[config.mk]
export PLATFORM = sky130hd
export DESIGN_NAME = alu_muldiv_flat
export DESIGN_NICKNAME = d
export VERILOG_FILES = /design/src/rtl/alu_muldiv_if.sv /design/src/rtl/alu_muldiv.sv /design/src/flat_wrapper.sv
export SDC_FILE = /design/constraint.sdc
export NUM_CORES = 2
export LEC_CHECK = 0
export ABC_AREA = 1
export CORE_AREA = 2 2 329 331
export CTS_CLUSTER_DIAMETER = 60
export DETAILED_ROUTE_END_ITERATION = 12
export DIE_AREA = 0 0 331 333
export HOLD_SLACK_MARGIN = 0.12
export PLACE_DENSITY = 0.49
export SETUP_SLACK_MARGIN = 0.05
export SYNTH_ARGS = -nofsm -noshare
export SYNTH_HDL_FRONTEND = slang
export SYNTH_SLANG_ARGS = --single-unit
[constraint.sdc]
create_clock -name clk -period 8.73 [get_ports clk]
set_input_delay 1.746 -clock clk [delete_from_list [all_inputs] [get_ports clk]]
set_output_delay 1.746 -clock clk [all_outputs]
set_load 0.05 [all_outputs]
[src/rtl/alu_muldiv_if.sv]
// Bus between the control unit and the alu_muldiv execution unit.
//   master: drives start/op/a/b, observes results and status.
//   slave : the execution unit.
//   start, op, a, b             - operation request
//   y, zero, overflow           - single-cycle and MUL/DIV result (y = lo after MUL/DIV)
//   div_by_zero, hi, lo         - multiply/divide results
//   busy, done                  - engine iterating / one-cycle result pulse
interface alu_muldiv_if #(
  parameter int unsigned WIDTH = 32
) ();
  logic             start;
  logic [3:0]       op;
  logic [WIDTH-1:0] a;
  logic [WIDTH-1:0] b;
  logic [WIDTH-1:0] y;
  logic             zero;
  logic             overflow;
  logic             div_by_zero;
  logic [WIDTH-1:0] hi;
  logic [WIDTH-1:0] lo;
  logic             busy;
  logic             done;

  modport master (
    output start, op, a, b,
    input  y, zero, overflow, div_by_zero, hi, lo, busy, done
  );

  modport slave (
    input  start, op, a, b,
    output y, zero, overflow, div_by_zero, hi, lo, busy, done
  );
endinterface

[src/rtl/alu_muldiv.sv]
// Registered execution unit: single-cycle logic/arith/compare/shift ops plus an
// iterative shift-add multiplier and restoring divider writing HI/LO.
//   clk   - rising-edge clock
//   reset - asynchronous, active-high
//   bus   - alu_muldiv_if slave port (request, results, busy/done status)
module alu_muldiv #(
  parameter int unsigned WIDTH = 32
) (
  input logic          clk,
  input logic          reset,
  alu_muldiv_if.slave  bus
);

  localparam int unsigned SW = $clog2(WIDTH);

  localparam logic [3:0] OpAnd  = 4'b0000;
  localparam logic [3:0] OpOr   = 4'b0001;
  localparam logic [3:0] OpAdd  = 4'b0010;
  localparam logic [3:0] OpNor  = 4'b0100;
  localparam logic [3:0] OpSub  = 4'b0110;
  localparam logic [3:0] OpSlt  = 4'b0111;
  localparam logic [3:0] OpXor  = 4'b1100;
  localparam logic [3:0] OpSltu = 4'b1101;
  localparam logic [3:0] OpSll  = 4'b1110;
  localparam logic [3:0] OpSrl  = 4'b1111;

  typedef enum logic [1:0] {StIdle, StMul, StDiv} state_e;

  state_e           state_q;
  logic [WIDTH-1:0] y_q, hi_q, lo_q;
  logic             zero_q, ovf_q, dbz_q, done_q;
  // acc_q: partial product high half / partial remainder.
  // quo_q: multiplier being consumed LSB-first / dividend shifting out MSB-first.
  logic [WIDTH-1:0] acc_q, quo_q, mag_b_q;
  logic             neg_res_q, neg_rem_q, b_zero_q;
  logic [SW-1:0]    cnt_q;

  // Single-cycle datapath
  logic [WIDTH-1:0] b_neg, sum_add, sum_sub, alu_y;
  logic [SW-1:0]    shamt;
  logic             alu_ovf;

  always_comb begin
    b_neg   = ~bus.b + WIDTH'(1);
    sum_add = bus.a + bus.b;
    sum_sub = bus.a + b_neg;
    shamt   = bus.b[SW-1:0];
    alu_y   = '0;
    alu_ovf = 1'b0;
    case (bus.op)
      OpAnd:  alu_y = bus.a & bus.b;
      OpOr:   alu_y = bus.a | bus.b;
      OpAdd: begin
        alu_y   = sum_add;
        alu_ovf = (bus.a[WIDTH-1] == bus.b[WIDTH-1]) && (sum_add[WIDTH-1] != bus.a[WIDTH-1]);
      end
      OpSub: begin
        alu_y   = sum_sub;
        alu_ovf = (bus.a[WIDTH-1] == b_neg[WIDTH-1]) && (sum_sub[WIDTH-1] != bus.a[WIDTH-1]);
      end
      OpNor:  alu_y = ~(bus.a | bus.b);
      OpSlt:  alu_y = {{(WIDTH-1){1'b0}}, $signed(bus.a) < $signed(bus.b)};
      OpXor:  alu_y = bus.a ^ bus.b;
      OpSltu: alu_y = {{(WIDTH-1){1'b0}}, bus.a < bus.b};
      OpSll:  alu_y = bus.a << shamt;
      OpSrl:  alu_y = bus.a >> shamt;
      default: ;
    endcase
  end

  // Operand preparation for MUL/DIV: even op[0] selects the signed variant.
  logic             is_mul, is_div, op_signed, sign_a, sign_b;
  logic [WIDTH-1:0] mag_a, mag_b;

  always_comb begin
    is_mul    = (bus.op[3:1] == 3'b100);
    is_div    = (bus.op[3:1] == 3'b101);
    op_signed = ~bus.op[0];
    sign_a    = op_signed & bus.a[WIDTH-1];
    sign_b    = op_signed & bus.b[WIDTH-1];
    mag_a     = sign_a ? (~bus.a + WIDTH'(1)) : bus.a;
    mag_b     = sign_b ? (~bus.b + WIDTH'(1)) : bus.b;
  end

  // One iteration of each engine, plus the sign fix-up applied on the last one.
  logic [WIDTH-1:0]   mul_add, mul_acc_nx, mul_quo_nx;
  logic [WIDTH:0]     mul_sum, div_shift, div_sub;
  logic               div_ge, last;
  logic [WIDTH-1:0]   div_acc_nx, div_quo_nx, quo_fix, rem_fix;
  logic [2*WIDTH-1:0] prod, prod_fix;

  always_comb begin
    mul_add    = quo_q[0] ? mag_b_q : '0;
    mul_sum    = {1'b0, acc_q} + {1'b0, mul_add};
    mul_acc_nx = mul_sum[WIDTH:1];
    mul_quo_nx = {mul_sum[0], quo_q[WIDTH-1:1]};
    prod       = {mul_acc_nx, mul_quo_nx};
    prod_fix   = neg_res_q ? -prod : prod;

    // Partial remainder stays below the divisor, so the difference fits WIDTH bits.
    div_shift  = {acc_q, quo_q[WIDTH-1]};
    div_ge     = div_shift >= {1'b0, mag_b_q};
    div_sub    = div_shift - {1'b0, mag_b_q};
    div_acc_nx = div_ge ? div_sub[WIDTH-1:0] : div_shift[WIDTH-1:0];
    div_quo_nx = {quo_q[WIDTH-2:0], div_ge};
    // With b == 0 every step subtracts nothing, so the remainder rebuilds |a|;
    // re-applying the dividend sign yields hi = a. Only the quotient is forced.
    quo_fix    = b_zero_q ? '1 : (neg_res_q ? -div_quo_nx : div_quo_nx);
    rem_fix    = neg_rem_q ? -div_acc_nx : div_acc_nx;

    last       = (cnt_q == {SW{1'b1}});
  end

  always_ff @(posedge clk or posedge reset) begin
    if (reset) begin
      state_q   <= StIdle;
      y_q       <= '0;
      hi_q      <= '0;
      lo_q      <= '0;
      zero_q    <= 1'b1;
      ovf_q     <= 1'b0;
      dbz_q     <= 1'b0;
      done_q    <= 1'b0;
      acc_q     <= '0;
      quo_q     <= '0;
      mag_b_q   <= '0;
      neg_res_q <= 1'b0;
      neg_rem_q <= 1'b0;
      b_zero_q  <= 1'b0;
      cnt_q     <= '0;
    end else begin
      done_q <= 1'b0;
      unique case (state_q)
        StIdle: begin
          if (bus.start) begin
            if (is_mul || is_div) begin
              acc_q     <= '0;
              quo_q     <= mag_a;
              mag_b_q   <= mag_b;
              neg_res_q <= sign_a ^ sign_b;
              neg_rem_q <= sign_a;
              b_zero_q  <= (bus.b == '0);
              cnt_q     <= '0;
              state_q   <= is_mul ? StMul : StDiv;
            end else begin
              y_q    <= alu_y;
              zero_q <= (alu_y == '0);
              ovf_q  <= alu_ovf;
              done_q <= 1'b1;
            end
          end
        end
        StMul: begin
          acc_q <= mul_acc_nx;
          quo_q <= mul_quo_nx;
          cnt_q <= cnt_q + SW'(1);
          if (last) begin
            hi_q    <= prod_fix[2*WIDTH-1:WIDTH];
            lo_q    <= prod_fix[WIDTH-1:0];
            y_q     <= prod_fix[WIDTH-1:0];
            zero_q  <= (prod_fix[WIDTH-1:0] == '0);
            ovf_q   <= 1'b0;
            done_q  <= 1'b1;
            state_q <= StIdle;
          end
        end
        StDiv: begin
          acc_q <= div_acc_nx;
          quo_q <= div_quo_nx;
          cnt_q <= cnt_q + SW'(1);
          if (last) begin
            hi_q    <= rem_fix;
            lo_q    <= quo_fix;
            y_q     <= quo_fix;
            zero_q  <= (quo_fix == '0);
            ovf_q   <= 1'b0;
            dbz_q   <= b_zero_q;
            done_q  <= 1'b1;
            state_q <= StIdle;
          end
        end
        default: state_q <= StIdle;
      endcase
    end
  end

  assign bus.y           = y_q;
  assign bus.zero        = zero_q;
  assign bus.overflow    = ovf_q;
  assign bus.div_by_zero = dbz_q;
  assign bus.hi          = hi_q;
  assign bus.lo          = lo_q;
  assign bus.busy        = (state_q != StIdle);
  assign bus.done        = done_q;

endmodule

[src/flat_wrapper.sv]
// flat-port wrapper written by rule: the top's interface ports become plain ports
module alu_muldiv_flat 
#(
  parameter int unsigned WIDTH = 32
)
  (clk, reset, bus_start, bus_op, bus_a, bus_b, bus_y, bus_zero, bus_overflow, bus_div_by_zero, bus_hi, bus_lo, bus_busy, bus_done);
  alu_muldiv_if #(.WIDTH(WIDTH)) bus_i ();
  input logic clk;
  input logic reset;
  input wire logic [$bits(bus_i.start)-1:0] bus_start;
  input wire logic [$bits(bus_i.op)-1:0] bus_op;
  input wire logic [$bits(bus_i.a)-1:0] bus_a;
  input wire logic [$bits(bus_i.b)-1:0] bus_b;
  output wire logic [$bits(bus_i.y)-1:0] bus_y;
  output wire logic [$bits(bus_i.zero)-1:0] bus_zero;
  output wire logic [$bits(bus_i.overflow)-1:0] bus_overflow;
  output wire logic [$bits(bus_i.div_by_zero)-1:0] bus_div_by_zero;
  output wire logic [$bits(bus_i.hi)-1:0] bus_hi;
  output wire logic [$bits(bus_i.lo)-1:0] bus_lo;
  output wire logic [$bits(bus_i.busy)-1:0] bus_busy;
  output wire logic [$bits(bus_i.done)-1:0] bus_done;
  assign bus_i.start = bus_start;
  assign bus_i.op = bus_op;
  assign bus_i.a = bus_a;
  assign bus_i.b = bus_b;
  assign bus_y = bus_i.y;
  assign bus_zero = bus_i.zero;
  assign bus_overflow = bus_i.overflow;
  assign bus_div_by_zero = bus_i.div_by_zero;
  assign bus_hi = bus_i.hi;
  assign bus_lo = bus_i.lo;
  assign bus_busy = bus_i.busy;
  assign bus_done = bus_i.done;
  alu_muldiv #(.WIDTH(WIDTH)) u_core (.clk(clk), .reset(reset), .bus(bus_i));
endmodule
=== After elaboration in Yosys (flattened, before gate mapping) ===
Cells that the tools add are included.

* Word-level logic and storage cells: 132
* Flip-flop bits (word level): 206

* Equality and inequality tests: 24
* Shift-type cells: 2
* $lt $le $gt $ge: 3
* $add $sub $neg: 10
* Reductions and logical operators: 22
* Bitwise logic cells: 10
* Mux-type cells: 46

{| class="wikitable"
|+ Operator list
! cell !! number
|-
| 2-to-1 mux 32 bit || 17
|-
| one-hot mux 32 bit (10 select lines) || 1
|-
| one-hot mux 32 bit (3 select lines) || 3
|-
| zero test 32 bit || 4
|-
| one-hot mux 32 bit (2 select lines) || 2
|-
| inverter 32 bit || 3
|-
| adder 32 x 1 -> 32 bit (second input constant) || 2
|-
| adder 32 bit || 2
|-
| < comparator 32 bit || 2
|-
| 2-to-1 mux 64 bit || 1
|-
| negation 32 bit || 2
|-
| negation 64 bit || 1
|-
| adder 32 x 32 -> 33 bit || 1
|-
| >= comparator 33 x 32 -> 1 bit || 1
|-
| bitwise AND 32 bit || 1
|-
| OR 32 bit || 1
|-
| << shifter 32 x 5 -> 32 bit || 1
|-
| right shift 32 x 5 -> 32 bit || 1
|-
| subtractor 32 bit || 1
|-
| XOR 32 bit || 1
|-
| == test 4 bit (second input constant) || 4
|-
| AND reduction 3 bit || 5
|-
| == test 4 x 3 -> 1 bit (second input constant) || 3
|-
| 2-to-1 mux 1 bit || 10
|-
| 30 further kinds || 47
|}

=== Longest topological paths before layout ===
* Depth after elaboration: 9
* Depth in mapped cells: 40

=== Worst setup path after synthesis ===
OpenSTA, ideal clock, no wires.

* Path type: input to register
* Start point: input bus_b[1]
* End point: register u_core.zero_q, in the netlist u_core.bus.zero
* Setup slack: 2.784 ns
* Arrival: 5.885 ns
* Stages on the path: 38
* Cell sequence: buf_2 inv_1 clkbuf_1 clkbuf_1 ha_1 nand2_1 nor2_1 inv_1 nor2_2 nand4_1 inv_1 nand4_1 nor2_1 nand3_1 nor2_1 nand2_1 nor2_1 nand4_1 [2 not listed] inv_1 ha_1 inv_1 nor4_1 nor3_1 nand2_1 nand2_1 nand2_1 nor2_1 nor2_1 nand2_1 nor2_1 nand2_1 nor2_1 nand3_1 nand2_1 nand2_1 nand2_1

* Longest elaborated chain between the ends: 8

{| class="wikitable"
|+ RTL lines
! what !! RTL line !! RTL
|-
| from (decl) || flat_wrapper.sv:13 || <nowiki>input wire logic [$bits(bus_i.b)-1:0] bus_b;</nowiki>
|-
| inverter 32 bit || alu_muldiv.sv:44 || <nowiki>b_neg = ~bus.b + WIDTH'(1);</nowiki>
|-
| adder 32 x 1 -> 32 bit || alu_muldiv.sv:44 ||
|-
| adder 32 bit || alu_muldiv.sv:46 || <nowiki>sum_sub = bus.a + b_neg;</nowiki>
|-
| one-hot mux 32 bit (10 select lines) (*) || alu_muldiv.sv:50 || <nowiki>case (bus.op)</nowiki>
|-
| zero test 32 bit (*) || alu_muldiv.sv:147 || <nowiki>zero_q <= (alu_y == '0);</nowiki>
|-
| 2-to-1 mux 1 bit (*) || alu_muldiv.sv:136 || <nowiki>if (is_mul || is_div) begin</nowiki>
|-
| 2-to-1 mux 1 bit (*) || alu_muldiv.sv:135 || <nowiki>if (bus.start) begin</nowiki>
|-
| one-hot mux 1 bit (3 select lines) (*) || alu_muldiv.sv:133 || <nowiki>unique case (state_q)</nowiki>
|-
| to (signal assigned) || alu_muldiv.sv:147 ||
|-
| to (signal assigned) || alu_muldiv.sv:161 || <nowiki>zero_q <= (prod_fix[WIDTH-1:0] == '0);</nowiki>
|-
| to (signal assigned) || alu_muldiv.sv:175 || <nowiki>zero_q <= (quo_fix == '0);</nowiki>
|-
| to (decl) || alu_muldiv.sv:31 || <nowiki>logic zero_q, ovf_q, dbz_q, done_q;</nowiki>
|}

Mark *: on every way between the ends. The rest lies on a longest branch, timed or not. The select of a mux whose other input is x is not followed.
A chain may end at the register's enable or synchronous reset.

=== Worst setup path in the final report ===
* Start point: input bus_b[4]
* End point: register u_core.zero_q, in the netlist u_core.bus.zero

Same word-level chain as after synthesis.

==> flow_results.org <==
** Status
- The flow ran to the end, and the final reports show no timing, DRC or antenna violations.

** Global routing
- The via count of the first global-routing pass was 35020.
- The number of antenna violations at the first check in global routing is 19.
- After global routing the overflow that remains totals 0.
- Total Routing Usage GR :: 30.99%
- Met1 Use GR :: 39.52%
- Global routing's busiest layer :: met2
- Met3 Use GR :: 4.097%
- Routing usage on met2 :: 49.79%
- First-pass GRT wire length :: 249200 um
- Entering global routing, the biggest net connects 83 pins.

** Setup path
- Crit Reg-Reg Startpoint :: u_core.acc_q[12]
- Worst path top cell family by delay :: simple AND/OR/NAND/NOR gates
- STA classifies the critical path startpoint as an input pin.
- Worst flop-to-flop path endpoint :: u_core.bus.zero
- Count of buffer and inverter cells on the critical path :: 2
- CP max stage cell :: clkdlybuf4s50_1
- R2R Setup Slk :: 3.48 ns
- Critical path data arrival time :: 7.21 ns
- Worst setup EP type :: flop
- For the worst flop-to-flop path, the logic depth is 29.
- Most common cell on crit path :: nand2_1
- CP Data Required Time :: 9.27 ns
- Of all nets on the critical path, the largest fanout is 11.
- On the worst path, the slowest cell contributes a delay of 0.45 ns.
- Type of the worst setup path :: in2reg

** Die
- Measured along the x axis, the die boundary spans 331 um.
- Pin placement for this block handled 172 I/O pins.
- The floorplan step set the die height to 333 um.
- # rows :: 120
- Standard cell core area :: 0.1066 mm2
- Starting density of the core :: 27.75%
- Floorplan die area :: 0.1102 mm2

** Logic synthesis
- For this run, the leading register cell type out of synthesis is dfrtp_1.
- By instance count, the leading cell after synthesis is nand2_1.
- Of the post-synthesis cell area, the dominant cell type holds 17.62%.
- Top post-synthesis cells by area :: nand2_1, dfrtp_1, ha_1, inv_1, o21ai_0
- Fraction of synthesis flops using an asynchronous set or reset pin :: 100.0%
- Synthesis-stage register bit count :: 206
- Mean Syn Cell Area :: 5.769 um2
- When the netlist entered floorplanning its net count stood at 5413.
- Library cells used by synthesis :: 61
- The biggest area contributor in the post-synthesis netlist is nand2_1.
- Register area share after synthesis :: 17.43%
- YS warnings :: 0
- Synthesized netlist cell count :: 5128
- Commonest cells in the netlist :: nand2_1, inv_1, nor2_1
- The synthesized netlist occupies a cell area of 0.02959 mm2.
- EDFF count, synth :: 0

** Hold path
- The worst hold path terminates at u_core.bus.hi[12].
- Hold depth :: 2
- The tightest min-delay check is of the reg2reg type.
- The startpoint identified for the worst hold timing path is u_core.bus.hi[12].

** Timing
- The max-slew violation count was 0.
- Setup repair after global routing left no endpoint under its margin.
- Relative slew slack :: 16.45%
- Summed over all failing endpoints, the final setup total negative slack is 0 ns.
- The clock period could shrink to 6.665 ns.
- Across all hold checks on the routed design, the worst slack comes to 0.4746 ns.
- Share of the cycle needed by the critical path after routing :: 76.35%
- For the pin with the worst max-slew slack, the measured transition is 1.240 ns.
- Across the routed clock network, the largest skew measured is 0.01666 ns.
- Final setup vio count :: 0
- Based on the critical path, the design can be clocked at up to 0.1500 GHz.
- The worst path meets setup with 2.065 ns of slack.
- The count of final hold-check violations was 0.

** Clocking
- In this run the deepest clock path goes through 3 buffers.
- Post-CTS repair changed the size of 0 cells.
- Post-cts hold buffer count :: 0
- Num CTS Buffers :: 30
- The root buffer cell chosen for the clock tree is clkbuf_16.
- Post-CTS setup buffers :: 0
- TritonCTS built the clock tree.
- After clock tree synthesis, the clock-pin slew on the worst setup and hold paths is 0.06 ns.
- CTS saw 206 sinks.
- For the worst-skew pair, the clock arrives at the later sink with an insertion delay of 0.61 ns.
- In this run the number of H-tree levels came out at 1.

** Detailed routing
- The detailed router finished its first iteration with 4001 violations.
- Total wire length after detailed routing :: 175200 um
- Mean routed wirelength per cell :: 26.39 um
- Using the TritonRoute via totals, the vias-per-cell ratio works out to 5.545.
- Once detail routing completed, the nets flagged for antenna violations numbered 0.
- Via count :: 36820
- DR pass1 iterations :: 8
- In the routed design, unresolved DRC markers number 0.

** Pwr
- Power after layout :: 10.35 mW
- Maximum vdd drop :: 243.2 uV
- Total leakage power :: 16.98 nW
- The share of total power dissipated in sequential elements is 15.0%.
- Internal power of the cells :: 4.112 mW
- Of the total power, combinational logic draws 72.2%.
- Summed over all nets, the switching power comes to 6.242 mW.
- PwrDens :: 305.2 mW/mm2
- Proportion of total power due to net switching :: 60.29%
- The share of total power dissipated in the clock network is 12.8%.

** Placement
- Counting tap cells, the placed design contains a total of 6584 instances.
- Prior to clock tree synthesis, the placed netlist has a worst setup slack of 1.632 ns.
- The congestion estimate from routability-driven global placement came to 1.042.
- HPWL after DPL :: 142000 um
- In this run the tool buffered the top-level ports with 171 buffer cells.

** Cells and area
- Total number of nets in the final design :: 5498
- Layout overhead on the synthesized area :: 14.65%
- Once layout is complete, the cells apart from fillers number 6640.
- Cells with a size suffix above 1 make up 4.566% of the layout.

** Job
- The tool flagged a number of max-cap violations equal to 0.
## power groups by stage
stage | Combinational (mW) | Sequential [mW] | Clock, mW
2_1_floorplan | 4.74 | 1.61 | 0
3_5_place_dp | 7.33 | 1.56 | 0
5_1_grt | 8.13 | 1.58 | 1.39
3_3_place_gp | 7.32 | 1.56 | 0
4_1_cts | 7.36 | 1.55 | 1.35
6_report | 7.48 | 1.55 | 1.32
## through the flow
step | utilization, % | cell area [um2]
after floorplan | - | 29590
after global placement | 30.83 | 32870
after detailed placement | 30.83 | 32870
after CTS | 31.81 | 33910
after global routing | 31.81 | 33910
final | 31.82 | 33920
## tightest hold or removal path: cells and delay by family, from the launching register on
| family | cells | cell delay, ns |
|---|---|---|
| flip-flops | 1 | 0.33 |
| AND/OR/NAND/NOR | 2 | 0.11 |
## cell type report
| class | count | area [um2] |
|---|---|---|
| multi-input cells | 4067 | 21180 |
| well taps | 1403 | 1755 |
| repair buffers | 249 | 2287 |
| inverters | 659 | 2484 |
| fillers | 12280 | 72680 |
| clock buffers | 40 | 859.6 |
| diodes | 3 | 7.507 |
| clock inverters | 13 | 187.7 |
| flip-flops and latches | 206 | 5159 |
## state kept, by name (all words and copies together), names as in the netlist
| signal | cells |
|---|---|
| u_core.acc_q | 32 |
| u_core.bus.hi | 32 |
| u_core.bus.lo | 32 |
| u_core.bus.y | 32 |
| u_core.mag_b_q | 32 |
| u_core.quo_q | 32 |
| u_core.cnt_q | 5 |
| u_core.state_q | 2 |
| u_core.b_zero_q | 1 |
| u_core.bus.div_by_zero | 1 |
| u_core.bus.done | 1 |
| u_core.bus.overflow | 1 |
| u_core.bus.zero | 1 |
| u_core.neg_rem_q | 1 |
| u_core.neg_res_q | 1 |
## cell families (layout without fill, tap and decap cells)
kind of cell / Yosys count / count (layout) / synth area share (%)
AOI/OAI and AO/OA: 1174 / 1174 / 22.45
xor gates and xnor gates: 103 / 103 / 3.049
and+or+nand+nor: 2563 / 2563 / 36.41
muxes: 13 / 13 / 0.4398
buffers and inverters: 855 / 961 / 11.07
other: 0 / 3 / 0
adders and majority gates: 214 / 214 / 9.152
DFF: 206 / 206 / 17.43
## cells in the final DEF (no fill, tap or decap), types with 65 or more instances in the layout
master / instances
dfrtp_1: 203
ha_1: 209
xor2_1: 79
clkdlybuf4s50_1: 169
o22ai_1: 92
a21oi_1: 390
nand2_1: 1389
nand3_1: 364
nor3_1: 65
inv_1: 633
nand4_1: 87
nor2_1: 545
buf_4: 78
o21ai_0: 454
## worst max path at each step
stage	slack, ns	endpoint	startpoint	cells past startpoint
after floorplan	1.36	u_core.acc_q[0]	reset	1
after global placement	1.63	u_core.bus.zero	bus_b[4]	31
after detailed placement	1.63	u_core.bus.zero	bus_b[4]	31
after CTS	2.24	u_core.bus.zero	bus_b[4]	31
after global routing	1.50	u_core.bus.zero	bus_b[4]	31
final	2.07	u_core.bus.zero	bus_b[4]	31
## per-layer routing
layer	vias up	share of wire (%)
met1	17500	41
met4	12	6.9
met2	1666	45
met3	425	6.8
li1	17210	-
met5	-	0.042
Note: power is estimated with default switching activity, not from simulation.
